File: config.mk
export PLATFORM = sky130hd
export DESIGN_NAME = mem_region_router
export DESIGN_NICKNAME = d
export VERILOG_FILES = /design/src/rtl/mem_region_router.sv
export SDC_FILE = /design/constraint.sdc
export NUM_CORES = 1
export LEC_CHECK = 0
export ABC_AREA = 1
export ABC_CLOCK_PERIOD_IN_PS = 2600
export CORE_ASPECT_RATIO = 1.2
export CORE_MARGIN = 5
export CORE_UTILIZATION = 33
export DETAILED_ROUTE_END_ITERATION = 8
export DONT_BUFFER_PORTS = 1
export RECOVER_POWER = 25
export SYNTH_ARGS = -nofsm -noshare
export SYNTH_HDL_FRONTEND = slang
export SYNTH_SLANG_ARGS = --single-unit
File: constraint.sdc
create_clock -name clk -period 2.6 [get_ports clk]
set_clock_uncertainty 0.15 [all_clocks]
set_input_delay 0.26 -clock clk [delete_from_list [all_inputs] [get_ports clk]]
set_output_delay 0.26 -clock clk [all_outputs]
set_load 0.005 [all_outputs]
File: src/rtl/mem_region_router.sv
// Routes one CPU memory request to one of NREG address regions. Each region is either a
// fixed-latency slave or a done-handshake slave; unmapped or timed-out requests raise cpu_err.
module mem_region_router #(
    parameter int unsigned            ADDR_W       = 27,
    parameter int unsigned            DATA_W       = 32,
    parameter int unsigned            NREG         = 4,
    parameter logic [NREG*ADDR_W-1:0] REGION_BASE  = {27'hC00420, 27'hC00000, 27'h800000,
                                                      27'h000000},
    parameter logic [NREG*ADDR_W-1:0] REGION_SIZE  = {27'h002002, 27'h000420, 27'h400000,
                                                      27'h800000},
    parameter logic [NREG-1:0]        REGION_FIXED = 4'b1100,
    parameter int unsigned            TIMEOUT      = 255
) (
    input  logic                   clk,
    input  logic                   reset,
    input  logic [ADDR_W-1:0]      cpu_addr,
    input  logic [DATA_W-1:0]      cpu_data,
    input  logic                   cpu_we,
    input  logic                   cpu_start,
    output logic                   cpu_busy,
    output logic [DATA_W-1:0]      cpu_q,
    output logic                   cpu_err,
    output logic [NREG*ADDR_W-1:0] s_addr,
    output logic [DATA_W-1:0]      s_d,
    output logic [NREG-1:0]        s_we,
    output logic [NREG-1:0]        s_start,
    input  logic [NREG*DATA_W-1:0] s_q,
    input  logic [NREG-1:0]        s_done
);

    localparam int unsigned IDX_W      = (NREG > 1) ? $clog2(NREG) : 1;
    localparam logic [15:0] TIMER_LAST = 16'(TIMEOUT - 1);

    typedef enum logic [1:0] {StIdle, StIssue, StWait, StErr} state_e;

    state_e                   state_q, state_d;
    logic                     start_q;
    logic                     busy_q, busy_d;
    logic [DATA_W-1:0]        q_q, q_d;
    logic                     err_q, err_d;
    logic [NREG*ADDR_W-1:0]   s_addr_q, s_addr_d;
    logic [DATA_W-1:0]        s_d_q, s_d_d;
    logic [NREG-1:0]          s_we_q, s_we_d;
    logic [NREG-1:0]          s_start_q, s_start_d;
    logic [15:0]              timer_q, timer_d;
    logic [IDX_W-1:0]         sel_q, sel_d;
    logic                     we_q, we_d;

    logic                     hit;
    logic [IDX_W-1:0]         hit_idx;
    logic [ADDR_W-1:0]        hit_off;
    logic [DATA_W-1:0]        sel_data;
    logic                     sel_done;
    logic                     sel_fixed;
    logic                     accept;

    // Scan from the top so the lowest-numbered matching region wins on overlap.
    always_comb begin
        hit     = 1'b0;
        hit_idx = '0;
        hit_off = '0;
        for (int k = int'(NREG) - 1; k >= 0; k--) begin
            if ({1'b0, cpu_addr} >= {1'b0, REGION_BASE[k*ADDR_W +: ADDR_W]} &&
                {1'b0, cpu_addr} <  {1'b0, REGION_BASE[k*ADDR_W +: ADDR_W]} +
                                    {1'b0, REGION_SIZE[k*ADDR_W +: ADDR_W]}) begin
                hit     = 1'b1;
                hit_idx = IDX_W'(k);
                hit_off = cpu_addr - REGION_BASE[k*ADDR_W +: ADDR_W];
            end
        end
    end

    always_comb begin
        sel_data  = '0;
        sel_done  = 1'b0;
        sel_fixed = 1'b0;
        for (int k = 0; k < int'(NREG); k++) begin
            if (sel_q == IDX_W'(k)) begin
                sel_data  = s_q[k*DATA_W +: DATA_W];
                sel_done  = s_done[k];
                sel_fixed = REGION_FIXED[k];
            end
        end
    end

    assign accept = cpu_start && !start_q;

    always_comb begin
        state_d   = state_q;
        busy_d    = busy_q;
        q_d       = q_q;
        err_d     = err_q;
        s_addr_d  = s_addr_q;
        s_d_d     = s_d_q;
        s_we_d    = '0;
        s_start_d = '0;
        timer_d   = timer_q;
        sel_d     = sel_q;
        we_d      = we_q;
        unique case (state_q)
            StIdle: begin
                if (accept) begin
                    busy_d = 1'b1;
                    sel_d  = hit_idx;
                    we_d   = cpu_we;
                    if (hit) begin
                        state_d = StIssue;
                        err_d   = 1'b0;
                        s_d_d   = cpu_data;
                        for (int k = 0; k < int'(NREG); k++) begin
                            if (hit_idx == IDX_W'(k)) begin
                                s_start_d[k]                = 1'b1;
                                s_we_d[k]                   = cpu_we;
                                s_addr_d[k*ADDR_W +: ADDR_W] = hit_off;
                            end
                        end
                    end else begin
                        state_d = StErr;
                    end
                end
            end
            StErr: begin
                state_d = StIdle;
                busy_d  = 1'b0;
                q_d     = '0;
                err_d   = 1'b1;
            end
            StIssue: begin
                state_d = StWait;
                timer_d = '0;
            end
            StWait: begin
                if (sel_fixed || sel_done) begin
                    state_d  = StIdle;
                    busy_d   = 1'b0;
                    s_addr_d = '0;
                    q_d      = (sel_fixed && we_q) ? '0 : sel_data;
                end else if (timer_q == TIMER_LAST) begin
                    state_d  = StIdle;
                    busy_d   = 1'b0;
                    s_addr_d = '0;
                    q_d      = '0;
                    err_d    = 1'b1;
                end else begin
                    timer_d = timer_q + 16'd1;
                end
            end
            default: state_d = StIdle;
        endcase
    end

    always_ff @(posedge clk or negedge reset) begin
        if (!reset) begin
            state_q   <= StIdle;
            start_q   <= 1'b0;
            busy_q    <= 1'b0;
            q_q       <= '0;
            err_q     <= 1'b0;
            s_addr_q  <= '0;
            s_d_q     <= '0;
            s_we_q    <= '0;
            s_start_q <= '0;
            timer_q   <= '0;
            sel_q     <= '0;
            we_q      <= 1'b0;
        end else begin
            state_q   <= state_d;
            start_q   <= cpu_start;
            busy_q    <= busy_d;
            q_q       <= q_d;
            err_q     <= err_d;
            s_addr_q  <= s_addr_d;
            s_d_q     <= s_d_d;
            s_we_q    <= s_we_d;
            s_start_q <= s_start_d;
            timer_q   <= timer_d;
            sel_q     <= sel_d;
            we_q      <= we_d;
        end
    end

    assign cpu_busy = busy_q;
    assign cpu_q    = q_q;
    assign cpu_err  = err_q;
    assign s_addr   = s_addr_q;
    assign s_d      = s_d_q;
    assign s_we     = s_we_q;
    assign s_start  = s_start_q;

endmodule

==> flow_summary.yaml <==
power:
  powerDensity_nw_per_um2: 1000
  vdd_ir_drop_max_uv: 465
  p_leak_uw: 0.00630
global_route:
  grt_max_degree: 205
  overflow: 0
  grtUsageMet2_pct: 33.4
  use_met1_pct: 23.9
  grt.busiest_layer: "met2"
  grtUsageMet3_pct: 5.44
  grt_pass1_vias: 9632
  grt_pass1_wl_mm: 54.5
  grt_antenna_before_repair: 0
  grt_usage_pct: 19.8
placement:
  place.gp.congestion: 0.966
  numPortBuffers: 0
  dp_hpwl_mm: 24.6
logic_synthesis:
  yosys.area.top_type_share_pct: 50.8
  synth_ff_type: "dfrtp_1"
  yosysWarnings: 0
  ys_seq_area_share_pct: 50.8
  synth-edff-count: 0
  ys_types: 44
  netlist_area_sq_um: 10100
  synth_area_leaders: "dfrtp_1 51%, nand2_1 17%, nand3_1 5.0%"
  synth_area_per_cell_sq_um: 8.07
  ys_ff_latch: 204
  synth_top_area_cell: "dfrtp_1"
  synth_cells: 1247
  synth_nets: 1450
  synthArstFlopShare_pct: 100
run_status:
  outcome: "finished, violations left"
  violations: "hold timing"
worst_setup_path:
  end_kind: "flip-flop"
  cp.arrival_ns: 2.78
  start_kind: "flip-flop"
  required_ns: 2.91
  cpMaxStageDelayCell: "dlygate4sd3_1"
  worstSetupPathType: "flip-flop to flip-flop"
  crit_fanout: 17
  path_cells: "inv_1 > nor2_2 > buf_6 > clkinvlp_4 > nor2_4 > buf_12 > clkinvlp_4 > o31ai_2 > dlygate4sd3_1"
  max_stage_delay_ns: 0.57
  cp_common_cell: "clkinvlp_4"
cts:
  cts_max_path_buffers: 3
  clkSlewWorstSetupHoldPaths_ns: 0.06
  postCtsHoldBufs: 140
  clk_latency_ns: 0.52
  cts_inserted_buffers: 23
  root_buffer: "clkbuf_16"
  cts_tree: "built"
  cts_htree_levels: 1
  cts_sinks: 204
sta:
  hold_viol_final: 204
  period_share_pct: 95.0
  worstMarginPinSlew_ns: 0.598
  fin_crit_ns: 2.47
  setup_viol: 0
  fmax_mhz: 405
  slew_headroom_pct: 60.1
  maxSlewViolCount: 0
  fin_hold_ws_ns: -0.723
layout:
  fillers: 2983
  fin_nets: 1607
  antenna_cells: 0
  fin_util_pct: 42.4
  seq_area_sq_um: 5100
  drive_above_1_share_pct: 12.0
  area.growth.synth_to_final_pct: 27.8
  multi_input_area_sq_um: 4310
floorplan:
  die_w_um: 169
  rows: 70
  ios: 377
  dieHeight_um: 201
  initial_core_util_pct: 33.2
  die_area_sq_um: 34100
  core-area_sq_um: 30300
routing:
  firstDrtPassIters: 5
  dr.first_iter.drc_count: 748
  drt-total-wl_mm: 35.0
  vias: 9366
  ant_nets: 0
  wl_per_cell_um: 19.3
  avgViaCountPerCell: 5.16
  drc: 0
worst_hold_path:
  hold_path.class: "input port to async pin"
job:
  maxCapViolCount: 0
[through the flow]
stage / instance area (sq um) / setup TNS [ns] / power, uW / cells / worst slack (ns)
3_5_place_dp: 10700 / 0 / 9380 / 1633 / 0.130
5_1_grt: 12900 / -0.00121 / 13800 / 1816 / -0.00113
4_1_cts: 12800 / 0 / 12900 / 1814 / 0.0822
3_3_place_gp: 10700 / 0 / 9270 / 1633 / 0.145
6_report: 12900 / 0 / 12900 / 1816 / 0.131
2_1_floorplan: 10100 / 0 / 7850 / 1247 / 0.465
[cells in the mapped netlist (all sizes together), types with 8 or more instances]
| master | instances |
|---|---|
| clkbuf | 27 |
| nor3 | 26 |
| o21ai | 111 |
| dfrtp | 204 |
| nand3 | 103 |
| ha | 8 |
| nor2 | 73 |
| buf | 27 |
| a21oi | 14 |
| o22ai | 19 |
| inv | 100 |
| o2111ai | 26 |
| nand4 | 9 |
| nand2 | 470 |
[logic make-up (layout without fill, tap and decap cells)]
group                    count (synthesis)  in the layout  share of synthesized area (%)
AND/OR/NAND/NOR                        687            687                           29.2
flip-flops                             204            204                           50.8
AO/OA/AOI/OAI                          186            186                           11.7
buffers and inverters                  155            328                           6.73
adder cells (fa/ha/maj)                  8              8                          0.995
XOR/XNOR                                 5              5                          0.435
multiplexers                             2              2                          0.199
[final timing paths]
check / from / to / slack (ns) / depth (start not counted)
max: state_q[1] / cpu_q[31] / 0.13 / 9
min: reset / s_addr[28] / -0.72 / 0
max reg2reg: state_q[1] / cpu_q[31] / 0.13 / 9
min reg2reg: timer_q[5] / timer_q[5] / 0.33 / 1
max in group asynchronous: reset / timer_q[8] / 2.74 / 0
min in group clk: cpu_addr[11] / s_addr[20] / 0.02 / 5
[worst max-delay path: cells and delay by family (launching register included)]
kind | cells | cell delay [ns]
buf+inv | 6 | 1.32
compound gates | 1 | 0.27
simple gates | 2 | 0.28
flops | 1 | 0.37
[where the power goes]
group          internal, uW  leakage (uW)  switching [uW]  total (uW)
Clock                  1820      0.000346            1330        3140
Combinational          1700       0.00323            2950        4650
Sequential             4160       0.00273             943        5110
[registers in the layout, indices dropped and copies added, names as in the netlist]
signal	flops
s_we	4
cpu_err	1
sel_q	2
s_d	32
state_q	2
cpu_q	32
s_start	4
timer_q	16
we_q	1
start_q	1
s_addr	108
cpu_busy	1
[cells in the final DEF, fill, tap and decap left out, drive strengths merged, types with 2 or more instances in the layout]
cell type,instances
a21oi,14
a221oi,6
buf,46
clkbuf,31
clkinv,5
clkinvlp,6
dfrtp,204
dlygate4sd3,140
ha,8
inv,99
mux2i,2
nand2,470
nand3,103
nand4,9
nor2,73
nor3,26
nor4,2
o2111ai,26
o21ai,111
o22ai,19
o31ai,6
or2,2
xor2,4
[layer usage]
layer	wire length [um]	part of all wire, %
met3	3160	9.0
met1	13500	39
met2	16800	48
met4	1610	4.6
met5	0	0
[final cells by class]
cell class              count  area share (%)
clock buffers              31            4.94
clock inverters            10           0.691
inverters                 101            3.03
multi-input cells         888            33.5
flip-flops and latches    204            39.7
well taps                 396            3.85
repair buffers            186            14.2
[timing repair]
action	4_1_cts	5_1_grt
gates resized for setup	0	9
buffers inserted	0	2
hold endpoints to repair	335	204
endpoints found under the setup margin	0	6
Note: power is estimated with default switching activity, not from simulation.
